`config.mk`:
```
export PLATFORM = sky130hd
export DESIGN_NAME = uart_mem_responder
export DESIGN_NICKNAME = d
export VERILOG_FILES = /design/src/rtl/uart_mem_responder.sv
export SDC_FILE = /design/constraint.sdc
export NUM_CORES = 1
export LEC_CHECK = 0
export CAP_MARGIN = 20
export CORE_MARGIN = 10
export CORE_UTILIZATION = 31
export CTS_CLUSTER_SIZE = 20
export DETAILED_ROUTE_END_ITERATION = 10
export DONT_BUFFER_PORTS = 1
export GPL_TIMING_DRIVEN = 0
export PLACE_DENSITY_LB_ADDON = 0.15
export SYNTH_ARGS = -nofsm -noshare
export SYNTH_HDL_FRONTEND = slang
export SYNTH_SLANG_ARGS = --single-unit
```
`constraint.sdc`:
```
create_clock -name clk -period 2.4 [get_ports clk]
set_input_delay 0.48 -clock clk [delete_from_list [all_inputs] [get_ports clk]]
set_output_delay 0.48 -clock clk [all_outputs]
set_load 0.1 [all_outputs]
```
`src/rtl/uart_mem_responder.sv`:
```
// rtl/uart_mem_responder.sv - UART byte-protocol responder performing single-word memory reads/writes
module uart_mem_responder #(
    parameter int TIMEOUT = 100000
) (
    input  logic        clk,
    input  logic        reset,
    input  logic        rx_empty,
    input  logic [7:0]  r_data,
    output logic        rd_uart,
    input  logic        tx_full,
    output logic [7:0]  w_data,
    output logic        wr_uart,
    output logic [31:0] mem_addr,
    output logic [31:0] mem_wdata,
    output logic        mem_we,
    input  logic [31:0] mem_rdata,
    output logic        busy,
    output logic [7:0]  err_cnt
);

    typedef enum logic [2:0] {
        S_IDLE,
        S_ADDR,
        S_DATA,
        S_EXEC,
        S_REPLY
    } state_t;

    localparam logic [7:0]  CMD_WR   = 8'h57;
    localparam logic [7:0]  CMD_RD   = 8'h52;
    localparam logic [7:0]  BYTE_ACK = 8'h06;
    localparam logic [7:0]  BYTE_NAK = 8'h15;
    // When TIMEOUT is 0 this wraps to all-ones, but the compare is disabled then.
    localparam logic [31:0] TMO_LAST = 32'(TIMEOUT - 1);

    state_t      state_q, state_d;
    logic        is_wr_q, is_wr_d;
    logic [31:0] addr_q, addr_d;
    logic [31:0] data_q, data_d;
    logic [1:0]  cnt_q, cnt_d;
    logic [31:0] tmo_q, tmo_d;
    logic [31:0] rbuf_q, rbuf_d;
    logic [1:0]  rlast_q, rlast_d;
    logic [1:0]  ridx_q, ridx_d;
    logic [7:0]  err_q, err_d;
    logic        err_inc;
    logic        tmo_hit;

    // State and datapath registers with synchronous reset
    always_ff @(posedge clk) begin
        if (reset) begin
            state_q <= S_IDLE;
            is_wr_q <= 1'b0;
            addr_q  <= '0;
            data_q  <= '0;
            cnt_q   <= '0;
            tmo_q   <= '0;
            rbuf_q  <= '0;
            rlast_q <= '0;
            ridx_q  <= '0;
            err_q   <= '0;
        end else begin
            state_q <= state_d;
            is_wr_q <= is_wr_d;
            addr_q  <= addr_d;
            data_q  <= data_d;
            cnt_q   <= cnt_d;
            tmo_q   <= tmo_d;
            rbuf_q  <= rbuf_d;
            rlast_q <= rlast_d;
            ridx_q  <= ridx_d;
            err_q   <= err_d;
        end
    end

    assign tmo_hit = (TIMEOUT != 0) && (tmo_q == TMO_LAST);

    // Next-state and field assembly; a pop always wins over an expiring timeout
    always_comb begin
        state_d = state_q;
        is_wr_d = is_wr_q;
        addr_d  = addr_q;
        data_d  = data_q;
        cnt_d   = cnt_q;
        tmo_d   = tmo_q;
        rbuf_d  = rbuf_q;
        rlast_d = rlast_q;
        ridx_d  = ridx_q;
        err_inc = 1'b0;
        case (state_q)
            S_IDLE: begin
                if (rd_uart) begin
                    is_wr_d = (r_data == CMD_WR);
                    if (r_data == CMD_WR || r_data == CMD_RD) begin
                        state_d = S_ADDR;
                        cnt_d   = '0;
                        tmo_d   = '0;
                    end else begin
                        state_d = S_REPLY;
                        rbuf_d  = {24'h0, BYTE_NAK};
                        rlast_d = 2'd0;
                        ridx_d  = 2'd0;
                        err_inc = 1'b1;
                    end
                end
            end
            S_ADDR, S_DATA: begin
                if (rd_uart) begin
                    tmo_d = '0;
                    cnt_d = cnt_q + 2'd1;
                    if (state_q == S_ADDR) begin
                        addr_d[{cnt_q, 3'b000} +: 8] = r_data;
                    end else begin
                        data_d[{cnt_q, 3'b000} +: 8] = r_data;
                    end
                    if (cnt_q == 2'd3) begin
                        cnt_d = '0;
                        if (state_q == S_ADDR && is_wr_q) begin
                            state_d = S_DATA;
                        end else begin
                            state_d = S_EXEC;
                        end
                    end
                end else if (tmo_hit) begin
                    state_d = S_IDLE;
                    cnt_d   = '0;
                    tmo_d   = '0;
                    err_inc = 1'b1;
                end else begin
                    tmo_d = tmo_q + 32'd1;
                end
            end
            S_EXEC: begin
                state_d = S_REPLY;
                ridx_d  = 2'd0;
                rlast_d = 2'd0;
                if (addr_q[1:0] != 2'b00) begin
                    rbuf_d  = {24'h0, BYTE_NAK};
                    err_inc = 1'b1;
                end else if (is_wr_q) begin
                    rbuf_d = {24'h0, BYTE_ACK};
                end else begin
                    rbuf_d  = mem_rdata;
                    rlast_d = 2'd3;
                end
            end
            S_REPLY: begin
                if (wr_uart) begin
                    if (ridx_q == rlast_q) begin
                        ridx_d  = 2'd0;
                        state_d = S_IDLE;
                    end else begin
                        ridx_d = ridx_q + 2'd1;
                    end
                end
            end
            default: state_d = S_IDLE;
        endcase
        err_d = (err_inc && err_q != 8'hFF) ? err_q + 8'd1 : err_q;
    end

    // Handshakes and memory strobe; reset suppresses them in the cycle it is applied
    always_comb begin
        rd_uart = !reset && !rx_empty &&
                  (state_q == S_IDLE || state_q == S_ADDR || state_q == S_DATA);
        wr_uart = !reset && !tx_full && (state_q == S_REPLY);
        mem_we  = !reset && (state_q == S_EXEC) && is_wr_q && (addr_q[1:0] == 2'b00);
        busy    = (state_q != S_IDLE);
    end

    assign w_data    = rbuf_q[{ridx_q, 3'b000} +: 8];
    assign mem_addr  = addr_q;
    assign mem_wdata = data_q;
    assign err_cnt   = err_q;

endmodule

```
== Word level (Yosys, flattened, before mapping) ==
Index checks and enable logic that the tools add are counted.
Cells by class
  bitwise gates (word level): 1
  add/sub/neg operators: 5
  reduce and logical (&&, ||, !) cells: 31
  shift-type cells: 3
  magnitude comparators: 0
  multipliers: 0
  muxes and demuxes: 41
  divide/modulo/power cells: 0
  equal/unequal tests: 17
Operator list (number)
  $mux 32: 8
  $pmux 32 s2: 2
  $bwmux 32: 2
  $add 32x1->32 const B: 1
  $eq 32x17->1 const B: 1
  $shift 8x7->32 const A: 1
  $shiftx 32x6->8: 1
  $shiftx 8x7->32: 1
  $mux 2: 11
  $mux 3: 7
  $eq 8x7->1 const B: 2
  $pmux 3 s4: 1
  $reduce_and 3->1: 4
  $ne 2x2->1 const B: 5
  $logic_and 1x1->1: 9
  $add 8x1->8 const B: 1
  $ne 8x8->1 const B: 1
  $pmux 2 s2: 2
  $reduce_and 4->1: 2
  $neg 5->7: 1
  $eq 3x2->1 const B: 2
  $mux 1: 6
  $ne 3x3->1 const B: 2
  $pmux 2 s3: 1
  16 further kinds: 24
Word-level totals
  memories kept: 0
  bits in read-only memories: 0
  output and inout bits: 84
  bits of input ports: 44
  RAM bits: 0
  logic and storage cells: 108
  bits in registers: 146
  bits in latches: 0

== Longest topological paths before layout ==
  word-level depth: 7
  gate-level depth with buffers: 9

== Worst setup path before layout ==
OpenSTA, ideal clock, no wires.
  path type: flip-flop to output port
  start: reg addr_q[0], in the netlist mem_addr[0]
  end: out mem_we
  buffers on the path: 0
  slack: -1.621 ns
  stages on the path, launching flop included: 3
  data arrival time: 3.541 ns
  cell sequence: dfxtp_1 > nor4_1 > nor3b_1
Between the ends
  longest elaborated chain between the ends: 2
RTL lines
  start, declared: line 38  | logic [31:0] addr_q, addr_d;
  start signal, assigned: line 65  | addr_q <= addr_d;
  $logic_not 2->1: line 167  | mem_we = !reset && (state_q == S_EXEC) && is_wr_q && (addr_q[1:0] == 2'b00);
  $logic_and 1x1->1: line 167
  end, declared: line 15  | output logic mem_we,
No other way between the ends.

== Worst setup path after layout ==
  start: reg state_q[1]
  end: out mem_we
Between the ends
  longest elaborated chain between the ends: 4
RTL lines
  start, declared: line 36  | state_t state_q, state_d;
  start signal, assigned: line 63  | state_q <= state_d;
  $eq 3x2->1: line 167
  $logic_and 1x1->1 (3 in a row): line 167
No other way between the ends.

==> impl_results.md <==
- Clk buf depth: 2
- Worst hold path class: in -> reg
- Pin count of the biggest net entering global routing: 17
- Post-synthesis xor/xnor area fraction: 0.0454
- CTS tree: done
- Setup Viol. Count Final: 2
- RSZ-0062 raised after global routing: true
- Status: finished with violations
- Commonest cells after routing, fill and taps aside: dfxtp_1 (134), nand2_1 (94), nand3_1 (83)
- VDD IR max: 0.453 mV
- Worst slew margin: 0.261
- EDFF count, synth: 0
- Synth warnings: 0
- Core area: a little under 20000 um2
- Drc violations: 0
- H-tree Lvls: 4
- Mean routed wirelength per cell: around 18 um
- Clock Latency Late Sink: 0.43 ns
- Starting DRT DRC Count: 348
- DRT Pass-1 Iters: 4
- N_diodes: 0
- Met2 Wirelength: 9.35 mm
- Crit end category: primary output
- Internal power: between 0.003 and 0.004 W
- Largest family of logic cells by synthesized area: simple AND/OR/NAND/NOR gates
- Flops & latches, synth: 145
- Syn nets: 758
- Part of the power in registers: 0.465
- WP buf/inv: 1
- PnR worst setup slack: -0.236 ns
- Required @ worst endpoint: 1.92 ns
- Met3 Wirelength: between 1 and 1.5 mm
- Commonest non-fill, non-tap cell in the layout: dfxtp_1
- Simple-Gate Fraction of Synth Area: 0.246
- Worst path top cell family by delay: simple AND/OR/NAND/NOR gates
- Reg clk slew, reported paths: 0.07 ns
- FILL cells: 1990
- Initial core utilization: 0.316
- Max-cap violations: 0
- Metal-1 WL: 7.93 mm
- Vias after detailed routing: 5264
- Post-synthesis sequential area ratio: 0.470
- Detailed placer's ending HPWL: 13.4 mm
- Final hold vios: 0
- Final WL: roughly 19 mm
- Failing checks: negative setup slack
- Tot GR Track Use: 0.140
- Post-synth top flop: dfxtp_1
- Mux contribution to synthesized area: 0.0360
- Static leakage: 2.56 nW
- Power per standard cell area: 699 nW/um2
- Async SR Flop Fraction: 0
- Net Sw Power: 0.00135 W
- ANT nets after route: 0
- Largest area contributor in the netlist: dfxtp_1
- Die span in x: 161 um
- Hold Buf Count CTS: 0
- Avg Cell Area, Syn: 8.75 um2
- Final Slew Violations: 0
- Final Hold Slack: 0.166 ns
- Fin crit share: 1.10
- Startpoint types: flip-flop
- IO Count: 128
- CTS sink count: 145
- P&R area growth vs syn: 21.1%
- Syn Std Cell Area: between 6000 and 7000 um2
- Minimum clock period: 2.64 ns
- Comb pwr share: 0.048
- Fin cells: a little over 1000
- Die Area: 26000 um2
- Post-synthesis compound-gate area fraction: 0.146
- Final nets: 796
- Placed Area: 6570 um2
- Port Buffers: 0
- Critical Path, Cell by Cell: buf_6 -> nand2_8 -> nor4_4 -> nor3b_4
- Peak Freq: 0.379 GHz
- Via density: 5.15
- Post-synth top area share: 0.470
- Fin area: roughly 7500 um2
- Worst slew pin tran: 1.11 ns
- Mapped Cells: roughly 710
- Vias in the first global route: 5013
- First-pass GRT wire length: ~29 mm
- Placed cells: between 900 and 1000
- Initial antenna violation count: 0
- Height of the die: 161 um
- FP Rows: 51
- CTS Buf Count: 17
- Crit path max-delay cell type: nor3b_4
- Yosys cell types: 51
- Power share of the clock group: 0.487
- Clk root buf: clkbuf_16
- Critical path class: reg -> out
- Gr ovfl total: 0
- Slowest stage delay, CP: between 0.9 and 1 ns
- Layout Skew: 0.0186 ns
- GPL Wtd Cong: 0.826
- Arr. time, crit path: 2.16 ns
- Main area contributors after synthesis: dfxtp_1 (47%), nand3_1 (6.8%), a21oi_1 (6.3%), nand2_1 (5.9%), a22o_1 (4.0%)
- Layout cell share with drive strength beyond 1: 0.164
- Top layer in use: met4
- Sw frac: 0.257
- Worst-path fanout max: 3
- Synth Area in Adders: 0.0162
-- metal layers --
layer / track usage / vias to the layer above
li1: - / 2565
met1: 0.169 / 2565
met2: 0.234 / 120
met3: 0.0432 / 14
met4: 0.0438 / 0
met5: 0 / -
-- flip-flops by register name, indices dropped and copies added, names as in the netlist --
register,count
err_cnt,8
is_wr_q,1
tmo_q,32
ridx_q,2
state_q,3
rlast_q,1
rbuf_q,32
mem_wdata,32
cnt_q,2
mem_addr,32
-- cells in the mapped netlist, types with 2 or more instances --
library cell    n
a2111oi_4       2
a211oi_1        3
a21o_1          2
a21oi_1        78
a22o_1         28
and2_1         13
and3_1          6
buf_1           2
buf_2           9
clkbuf_1       36
dfxtp_1       145
ha_1            8
inv_1          10
mux2_2          2
mux2i_1         2
mux4_2          8
nand2_1        97
nand2b_1        4
nand3_1        84
nand4_1        14
nor2_1         50
nor3_1         10
nor3b_1         4
nor4_1          8
o21ai_0        14
o311ai_0        2
o31ai_1         3
or3_1           8
or4_1           2
xnor2_1         5
xor2_1         27
-- path summary, 6_finish.rpt --
path,startpoint,end,slack (ns),depth (start not counted)
max,state_q[1],mem_we,-0.24,4
min,mem_rdata[30],rbuf_q[30],0.17,1
max reg2reg,state_q[2],state_q[2],0.16,8
min reg2reg,rbuf_q[12],rbuf_q[12],0.47,1
-- kinds of logic (layout without fill, tap and decap cells) --
family,count (synthesis),in the layout
AND/OR/NAND/NOR,311,311
buffers and inverters,59,110
multiplexers,12,12
adder cells (fa/ha/maj),8,8
flip-flops,145,145
AO/OA/AOI/OAI,139,139
XOR/XNOR,32,32
-- cell type report --
cell class | instances | area, um2 | share of cell area
clock buffer | 19 | 453 | 0.0605
clock inverter | 13 | 118 | 0.0157
multi-input combinational | 502 | 3200 | 0.427
inverter | 10 | 37.5 | 0.00502
timing repair buffer | 21 | 179 | 0.0239
buffer | 47 | 240 | 0.0321
sequential | 145 | 2920 | 0.391
tap | 265 | 332 | 0.0443
-- metrics by stage --
stage | utilization | total power [W] | worst slack, ns | TNS (ns)
final | 0.383 | 0.00523 | -0.236 | -0.318
after global routing | 0.383 | 0.00542 | -0.310 | -0.431
after CTS | 0.376 | 0.00528 | -0.245 | -0.253
after detailed placement | 0.336 | 0.00272 | -0.656 | -21.37
after global placement | 0.335 | 0.00271 | -0.675 | -20.02
after floorplan | - | 0.00265 | -0.296 | -0.296
-- power by group through the flow --
stage                     clock (W)  sequential, W  combinational [W]
after floorplan                   0        0.00249           0.000165
after global placement            0        0.00249           0.000220
after detailed placement          0        0.00249           0.000227
after CTS                   0.00260        0.00243           0.000250
after global routing        0.00272        0.00243           0.000269
final                       0.00255        0.00243           0.000250
-- timing repair --
item                       4_1_cts  5_1_grt
setup buffers                   13        7
resized for setup               38       27
setup endpoints to repair       92       91
pin swaps                        5        6
cloned                           0        0
No activity file was read; power rests on OpenSTA's default activity.
